[config.mk]
export PLATFORM = sky130hd
export DESIGN_NAME = rns_mod5_sched
export DESIGN_NICKNAME = d
export VERILOG_FILES = /design/src/rtl/rns_mod5_sched.sv
export SDC_FILE = /design/constraint.sdc
export NUM_CORES = 1
export LEC_CHECK = 0
export BUFFER_PORTS_ARGS = -buffer_cell sky130_fd_sc_hd__clkbuf_2
export CAP_MARGIN = 20
export CORE_UTILIZATION = 48
export CTS_CLUSTER_DIAMETER = 200
export DETAILED_ROUTE_END_ITERATION = 7
export PLACE_DENSITY = 0.89
export SLEW_MARGIN = 20
export SYNTH_ARGS = -nofsm -noshare
export SYNTH_HDL_FRONTEND = slang
export SYNTH_SLANG_ARGS = --single-unit
[constraint.sdc]
create_clock -name clk -period 3.1 [get_ports clk]
set_clock_uncertainty 0.2 [all_clocks]
set_input_delay 0.155 -clock clk [delete_from_list [all_inputs] [get_ports clk]]
set_output_delay 0.155 -clock clk [all_outputs]
set_load 0.005 [all_outputs]
[src/rtl/rns_mod5_sched.sv]
// Round-robin front end that time-shares one external mod-5 fold reducer between
// NUM_REQ requesters and returns a true residue (0..4) tagged with the requester id.
module rns_mod5_sched #(
  parameter int NUM_REQ = 4,
  parameter int ID_W    = 2,
  parameter int N_W     = 16,
  parameter int RED_W   = 5,
  parameter int RED_LAT = 0
) (
  input  logic                     clk,
  input  logic                     rst_n,
  input  logic [NUM_REQ-1:0]       req_valid,
  output logic [NUM_REQ-1:0]       req_ready,
  input  logic [NUM_REQ*N_W-1:0]   req_data,
  output logic [N_W-1:0]           red_n,
  input  logic [RED_W-1:0]         red_sum,
  output logic                     res_valid,
  input  logic                     res_ready,
  output logic [2:0]               res_data,
  output logic [ID_W-1:0]          res_id,
  output logic                     busy,
  output logic [1:0]               dbg_state
);

  // Handshakes: a transfer happens on a rising edge where valid && ready are both high;
  // the producer holds data stable while valid is high and ready is low.

  localparam int CNT_W = (RED_LAT > 0) ? $clog2(RED_LAT + 1) : 1;
  localparam logic [RED_W-1:0] K20 = RED_W'(20);
  localparam logic [RED_W-1:0] K10 = RED_W'(10);
  localparam logic [RED_W-1:0] K5  = RED_W'(5);

  typedef enum logic [1:0] {
    S_IDLE   = 2'd0,
    S_REDUCE = 2'd1,
    S_RESULT = 2'd2
  } state_t;

  state_t             state_q, state_d;
  logic [ID_W-1:0]    last_grant_q, last_grant_d;
  logic [CNT_W-1:0]   wait_cnt_q, wait_cnt_d;
  logic [N_W-1:0]     red_n_q, red_n_d;
  logic               res_valid_q, res_valid_d;
  logic [2:0]         res_data_q, res_data_d;
  logic [ID_W-1:0]    res_id_q, res_id_d;

  logic [N_W-1:0]     ops [NUM_REQ];
  logic               grant_found;
  logic [ID_W-1:0]    grant_id;
  logic [ID_W-1:0]    cand;
  logic [NUM_REQ-1:0] ready_int;
  logic [RED_W-1:0]   s1, s2, s3;

  for (genvar i = 0; i < NUM_REQ; i++) begin : g_ops
    assign ops[i] = req_data[i*N_W +: N_W];
  end

  // Search starts one past the last grant; ID_W arithmetic wraps NUM_REQ-1 -> 0.
  always_comb begin
    grant_found = 1'b0;
    grant_id    = '0;
    cand        = '0;
    for (int k = 1; k <= NUM_REQ; k++) begin
      cand = last_grant_q + ID_W'(k);
      if (!grant_found && req_valid[cand]) begin
        grant_found = 1'b1;
        grant_id    = cand;
      end
    end
  end

  // Partial sum is at most 31, so three conditional subtractions always land in 0..4.
  always_comb begin
    s1 = (red_sum >= K20) ? red_sum - K20 : red_sum;
    s2 = (s1 >= K10) ? s1 - K10 : s1;
    s3 = (s2 >= K5) ? s2 - K5 : s2;
  end

  always_comb begin
    state_d      = state_q;
    last_grant_d = last_grant_q;
    wait_cnt_d   = wait_cnt_q;
    red_n_d      = red_n_q;
    res_valid_d  = res_valid_q;
    res_data_d   = res_data_q;
    res_id_d     = res_id_q;
    ready_int    = '0;
    case (state_q)
      S_IDLE: begin
        if (grant_found) begin
          ready_int[grant_id] = 1'b1;
          red_n_d      = ops[grant_id];
          res_id_d     = grant_id;
          last_grant_d = grant_id;
          wait_cnt_d   = CNT_W'(RED_LAT);
          state_d      = S_REDUCE;
        end
      end
      S_REDUCE: begin
        if (wait_cnt_q != '0) begin
          wait_cnt_d = wait_cnt_q - CNT_W'(1);
        end else begin
          res_data_d  = 3'(s3);
          res_valid_d = 1'b1;
          state_d     = S_RESULT;
        end
      end
      S_RESULT: begin
        if (res_ready) begin
          res_valid_d = 1'b0;
          state_d     = S_IDLE;
        end
      end
      default: state_d = S_IDLE;
    endcase
  end

  always_ff @(posedge clk or negedge rst_n) begin
    if (!rst_n) begin
      state_q      <= S_IDLE;
      last_grant_q <= ID_W'(NUM_REQ - 1);
      wait_cnt_q   <= '0;
      red_n_q      <= '0;
      res_valid_q  <= 1'b0;
      res_data_q   <= '0;
      res_id_q     <= '0;
    end else begin
      state_q      <= state_d;
      last_grant_q <= last_grant_d;
      wait_cnt_q   <= wait_cnt_d;
      red_n_q      <= red_n_d;
      res_valid_q  <= res_valid_d;
      res_data_q   <= res_data_d;
      res_id_q     <= res_id_d;
    end
  end

  // The grant is combinational from the reset-state registers, so gate it on rst_n too.
  assign req_ready = rst_n ? ready_int : '0;
  assign red_n     = red_n_q;
  assign res_valid = res_valid_q;
  assign res_data  = res_data_q;
  assign res_id    = res_id_q;
  assign busy      = (state_q != S_IDLE);
  assign dbg_state = state_q;

endmodule

# Word-level counts from Yosys, hierarchy flattened
# Index checks and enable logic that the tools add are counted.
[word_totals]
inputBits = 76
regBits = 27
wordCells = 84
[op_classes]
muxes = 37
order_cmp = 10
eq_ne = 5
n_reduce_logical = 16
n_addsub = 7
n_bitwise = 2
[op_table]
columns = ["cell", "count"]
rows = [
  ["$bmux 16 s2", 1],
  ["$mux 16", 2],
  ["$lt 2x3->1 const B", 5],
  ["$mux 2", 7],
  ["$mux 1", 13],
  ["$mux 4", 3],
  ["$mux 5", 2],
  ["$bmux 1 s2", 4],
  ["$ne 2x2->1 const B", 3],
  ["$pmux 2 s3", 1],
  ["$reduce_and 2->1", 3],
  ["$reduce_and 3->1", 2],
  ["$reduce_bool 2->1", 3],
  ["$ge 5x3->1 const B", 1],
  ["$ge 5x4->1 const B", 1],
  ["$ge 5x5->1 const B", 1],
  ["$sub 5x4->5 const B", 1],
  ["$sub 5x5->5 const B", 1],
  ["$add 2x2->2 const B", 2],
  ["$logic_and 1x1->1", 4],
  ["$pmux 1 s2", 2],
  ["$ge 3x3->1 const B", 1],
  ["$logic_not 1->1", 3],
  ["$mux 3", 1],
  ["other kinds (10)", 10],
]

# Longest topological paths before layout
[depth]
word_depth = 20
ltp_mapped = 10
ltp_nobuf = 10

# Worst setup path after synthesis
# OpenSTA, ideal clock, no wires.
[synth_path]
path_kind = "register to register"
from = "register last_grant_q[1]"
to = "register red_n_q[4] (netlist: red_n[4])"
path_buffers = 2
period_less_slack_ns = 2.047
setup_time_ns = 0.135
required_time_ns = 2.765
slack_ns = 1.053
arrival_ns = 1.712
stages_incl_launch_ff = 8
cell_sequence = "dfstp_2 mux2i_1 o22ai_2 or2_1 buf_6 buf_4 a211oi_1 a211oi_1"
[synth_via]
elab_chain_cells = 17
elab_cells_between_ends = 30
classes_between = "add/sub: 3; mux: 19; bitwise: 1; reduce/logical: 7"
[synth_rtl]
columns = ["element", "line_no", "rtl"]
rows = [
  ["from (decl)", "40", "logic [ID_W-1:0] last_grant_q, last_grant_d;"],
  ["from (signal assigned)", "121", "last_grant_q <= ID_W'(NUM_REQ - 1);"],
  ["from (signal assigned)", "129", "last_grant_q <= last_grant_d;"],
  ["$add 2x1->2", "64", "cand = last_grant_q + ID_W'(k);"],
  ["$bmux 1 s2", "65", "if (!grant_found && req_valid[cand]) begin"],
  ["$mux 1 (not written as such)", "65", ""],
  ["$mux 1", "65", ""],
  ["$logic_not 1->1", "65", ""],
  ["$logic_and 1x1->1", "65", ""],
  ["$mux 1", "65", ""],
  ["$logic_not 1->1", "65", ""],
  ["$logic_and 1x1->1", "65", ""],
  ["$mux 1", "65", ""],
  ["$logic_not 1->1", "65", ""],
  ["$logic_and 1x1->1", "65", ""],
  ["$mux 2", "65", ""],
  ["$not 2->3 (not written as such)", "92", "red_n_d = ops[grant_id];"],
  ["$bmux 16 s2", "92", ""],
  ["$mux 16 (not written as such) (2 in a row)", "92", ""],
  ["to (signal assigned)", "131", "red_n_q <= red_n_d;"],
  ["to (decl)", "42", "logic [N_W-1:0] red_n_q, red_n_d;"],
]
# Several ways; a longest one is shown, not always the timed one. The select of a mux whose other input is x is not followed.
# A chain may end at the register's enable or synchronous reset.

# Worst setup path in the final report
[layout_path]
from = "register last_grant_q[1]"
to = "register red_n_q[13] (netlist: red_n[13])"
# The elaborated chain is that of the path after synthesis.

==> results.sh <==
export IMPL_status="finished, final reports clean"
export IMPL_required_ns=3.08
export IMPL_tns_ns=0
export IMPL_synth_top_cell_area_share_pct=31.5
export IMPL_ys_types=45
export IMPL_die_w_um=65.0
export IMPL_r2r_start="last_grant_q[1]$_DFFE_PN1P_"
export IMPL_cp_endpoint="red_n[13]$_DFFE_PN0P_"
export IMPL_grt_usage_pct=25.5
export IMPL_viasPerCell=5.65
export IMPL_crit_arrival_ns=2.89
export IMPL_synthArstFlopShare_pct=100
export IMPL_rr_worst_depth=7
export IMPL_clk_path_buf_depth=2
export IMPL_endpoint_kind="register"
export IMPL_worstSetupPathType="reg -> reg"
export IMPL_grt_max_degree=29
export IMPL_critPathLaunchType="register"
export IMPL_slew_headroom_pct=48.9
export IMPL_grt_pass1_wl_mm=8.51
export IMPL_synth_fp_nets=289
export IMPL_place_congestion=0.837
export IMPL_row_count=22
export IMPL_synth_flop_cell="dfrtp_1"
export IMPL_wirelength_mm=5.20
export IMPL_grt_remaining_overflow=0
export IMPL_drc=0
export IMPL_antenna_found_initial=0
export IMPL_tightest_slew_ns=0.766
export IMPL_setup_viol=0
export IMPL_ant_nets=0
export IMPL_rrSetupSlack_ns=0.19
export IMPL_startpoint="last_grant_q[1]$_DFFE_PN1P_"
export IMPL_min_path_type="in -> reg"
export IMPL_cp_max_fo=23
export IMPL_reg2reg_to="red_n[13]$_DFFE_PN0P_"
export IMPL_h_tree_depth=1
export IMPL_dp_cells=355
export IMPL_final_cells=369
export IMPL_fmax_mhz=344
export IMPL_pin_count=105
export IMPL_first_pass_iters=4
export IMPL_die_h_um=65.0
export IMPL_p_leak_nw=1.26
export IMPL_yosys_warnings=0
export IMPL_synth_top_cell_by_area="dfrtp_1"
export IMPL_design_area_um2=2600
export IMPL_seq_area_frac_synth_pct=34.3
export IMPL_synthTopCellsByArea="dfrtp_1, a211oi_1, mux2i_1, nor3b_1, nor2_1"
export IMPL_layout_commonest_cell="clkbuf_2"
export IMPL_start_util_pct=50.9
export IMPL_grt_pass1_vias=1976
export IMPL_wl_per_cell_um=14.1
export IMPL_min_delay_start="req_data[62]"
export IMPL_place_port_buffers=104
export IMPL_finalCritPeriodShare_pct=93.8
export IMPL_clk_pin_slew_ns=0.10
export IMPL_syn_to_final_growth_pct=36.7
export IMPL_core_um2=3740
export IMPL_power_density_nw_per_um2=768
export IMPL_synth_edff_count=0
export IMPL_hold_violations=0
export IMPL_synthCells=210
export IMPL_insertedDiodeCount=0
export IMPL_dp_hpwl_mm=3.74
export IMPL_fin_crit_ns=2.91
export IMPL_cts_root_buf="clkbuf_8"
export IMPL_clk_latency_ns=0.26
export IMPL_numCtsBuffers=3
export IMPL_syn_area_um2=1900
export IMPL_ys_ff_latch=26
export IMPL_placed_cell_area_um2=2430
export IMPL_vias=2084
export IMPL_die_area_um2=4220
export IMPL_cts_tree="done"
export IMPL_drtIter0Drc=193
export IMPL_cts_sinks=26
export IMPL_final_max_slew_violation_count=0
export IMPL_layout_common_cells="clkbuf_2, a211oi_1, nor2_1, dfrtp_1"
export IMPL_post_route_cells_drive_above_1_share_pct=38.0
export IMPL_rsz0062_at_grt="false"
export IMPL_power_mw=2.00
export IMPL_final_nets=401
export IMPL_ir_drop_mv=0.408
export IMPL_cap_viol_max_count=0
export IMPL_layout_core_utilization_pct=69.6
export IMPL_postSynthAreaPerCell_um2=9.07
## where the power goes
group	internal (mW)	total, mW	switching, mW	leakage (nW)
combinational	0.486	1.08	0.594	0.935
clock	0.173	0.281	0.108	0.0357
sequential	0.525	0.639	0.114	0.293
total	1.18	2.00	0.816	1.26
## worst max-delay path: stages (launching register included)
cell	delay, ns
dfstp_2	0.59
mux2i_1	0.23
o22ai_2	0.10
or2_1	0.40
buf_4	0.32
mux2i_1	0.15
dlygate4sd3_1	0.57
a211oi_1	0.25
## worst min path at each step
stage                                to  slack (ns)  cells after the start
2_1_floorplan  dbg_state[0]$_DFFE_PN0P_       -0.34                      0
3_3_place_gp      res_valid$_DFFE_PN0P_        0.03                      1
3_5_place_dp      res_valid$_DFFE_PN0P_        0.03                      1
4_1_cts           red_n[14]$_DFFE_PN0P_      0.0008                      3
5_1_grt            red_n[1]$_DFFE_PN0P_       0.004                      3
6_report          red_n[14]$_DFFE_PN0P_      0.0003                      3
## kinds of logic after synthesis
group | synth area share [%]
DFF | 34.3
muxes | 8.94
adders and majority gates | 1.97
AOI/OAI and AO/OA | 27.3
and+or+nand+nor | 21.2
buffers and inverters | 6.31
## cells in the mapped netlist, types with 3 or more instances
| cell | count |
|---|---|
| a21oi_1 | 7 |
| nand2_1 | 6 |
| o31ai_1 | 4 |
| inv_1 | 8 |
| o21ai_0 | 5 |
| a211oi_1 | 33 |
| mux2i_1 | 17 |
| buf_6 | 3 |
| ha_1 | 3 |
| nor3b_1 | 17 |
| nand2b_1 | 7 |
| nor2b_1 | 3 |
| clkbuf_1 | 5 |
| a21o_1 | 3 |
| dfrtp_1 | 24 |
| nor2_1 | 30 |
## state kept, by name (all words and copies together), names as in the netlist
signal / cells
red_n: 16
res_data: 3
dbg_state: 2
last_grant_q: 2
res_id: 2
res_valid: 1
## repair_timing
action / CTS / global route
buffers inserted: 0 / 0
resized for setup: 0 / 0
hold buffers: 10 / 0
hold endpoints to repair: 32 / 0
## metal layers
| layer | vias up | routed length, um | GRT usage, % |
|---|---|---|---|
| met5 | - | 0 | 0 |
| met4 | 0 | 75 | 6.94 |
| met3 | 10 | 336 | 6.51 |
| met2 | 93 | 2620 | 46.0 |
| met1 | 973 | 2180 | 29.4 |
| li1 | 1008 | - | - |
## area by class of cell
type	count	area, um^2
timing repair buffer	119	658
clock buffer	3	41.3
tap	48	60.1
multi-input combinational	164	1130
inverter	8	30.0
fill	315	1140
clock inverter	1	30.0
sequential	26	653
## stage by stage
stage	hold WS, ns	setup slack (ns)
2_1_floorplan	-0.341	1.05
3_3_place_gp	0.0305	0.743
3_5_place_dp	0.0272	0.686
4_1_cts	0.000841	0.251
5_1_grt	0.00386	0.0528
6_report	0.000339	0.193
Note: power is estimated with default switching activity, not from simulation.
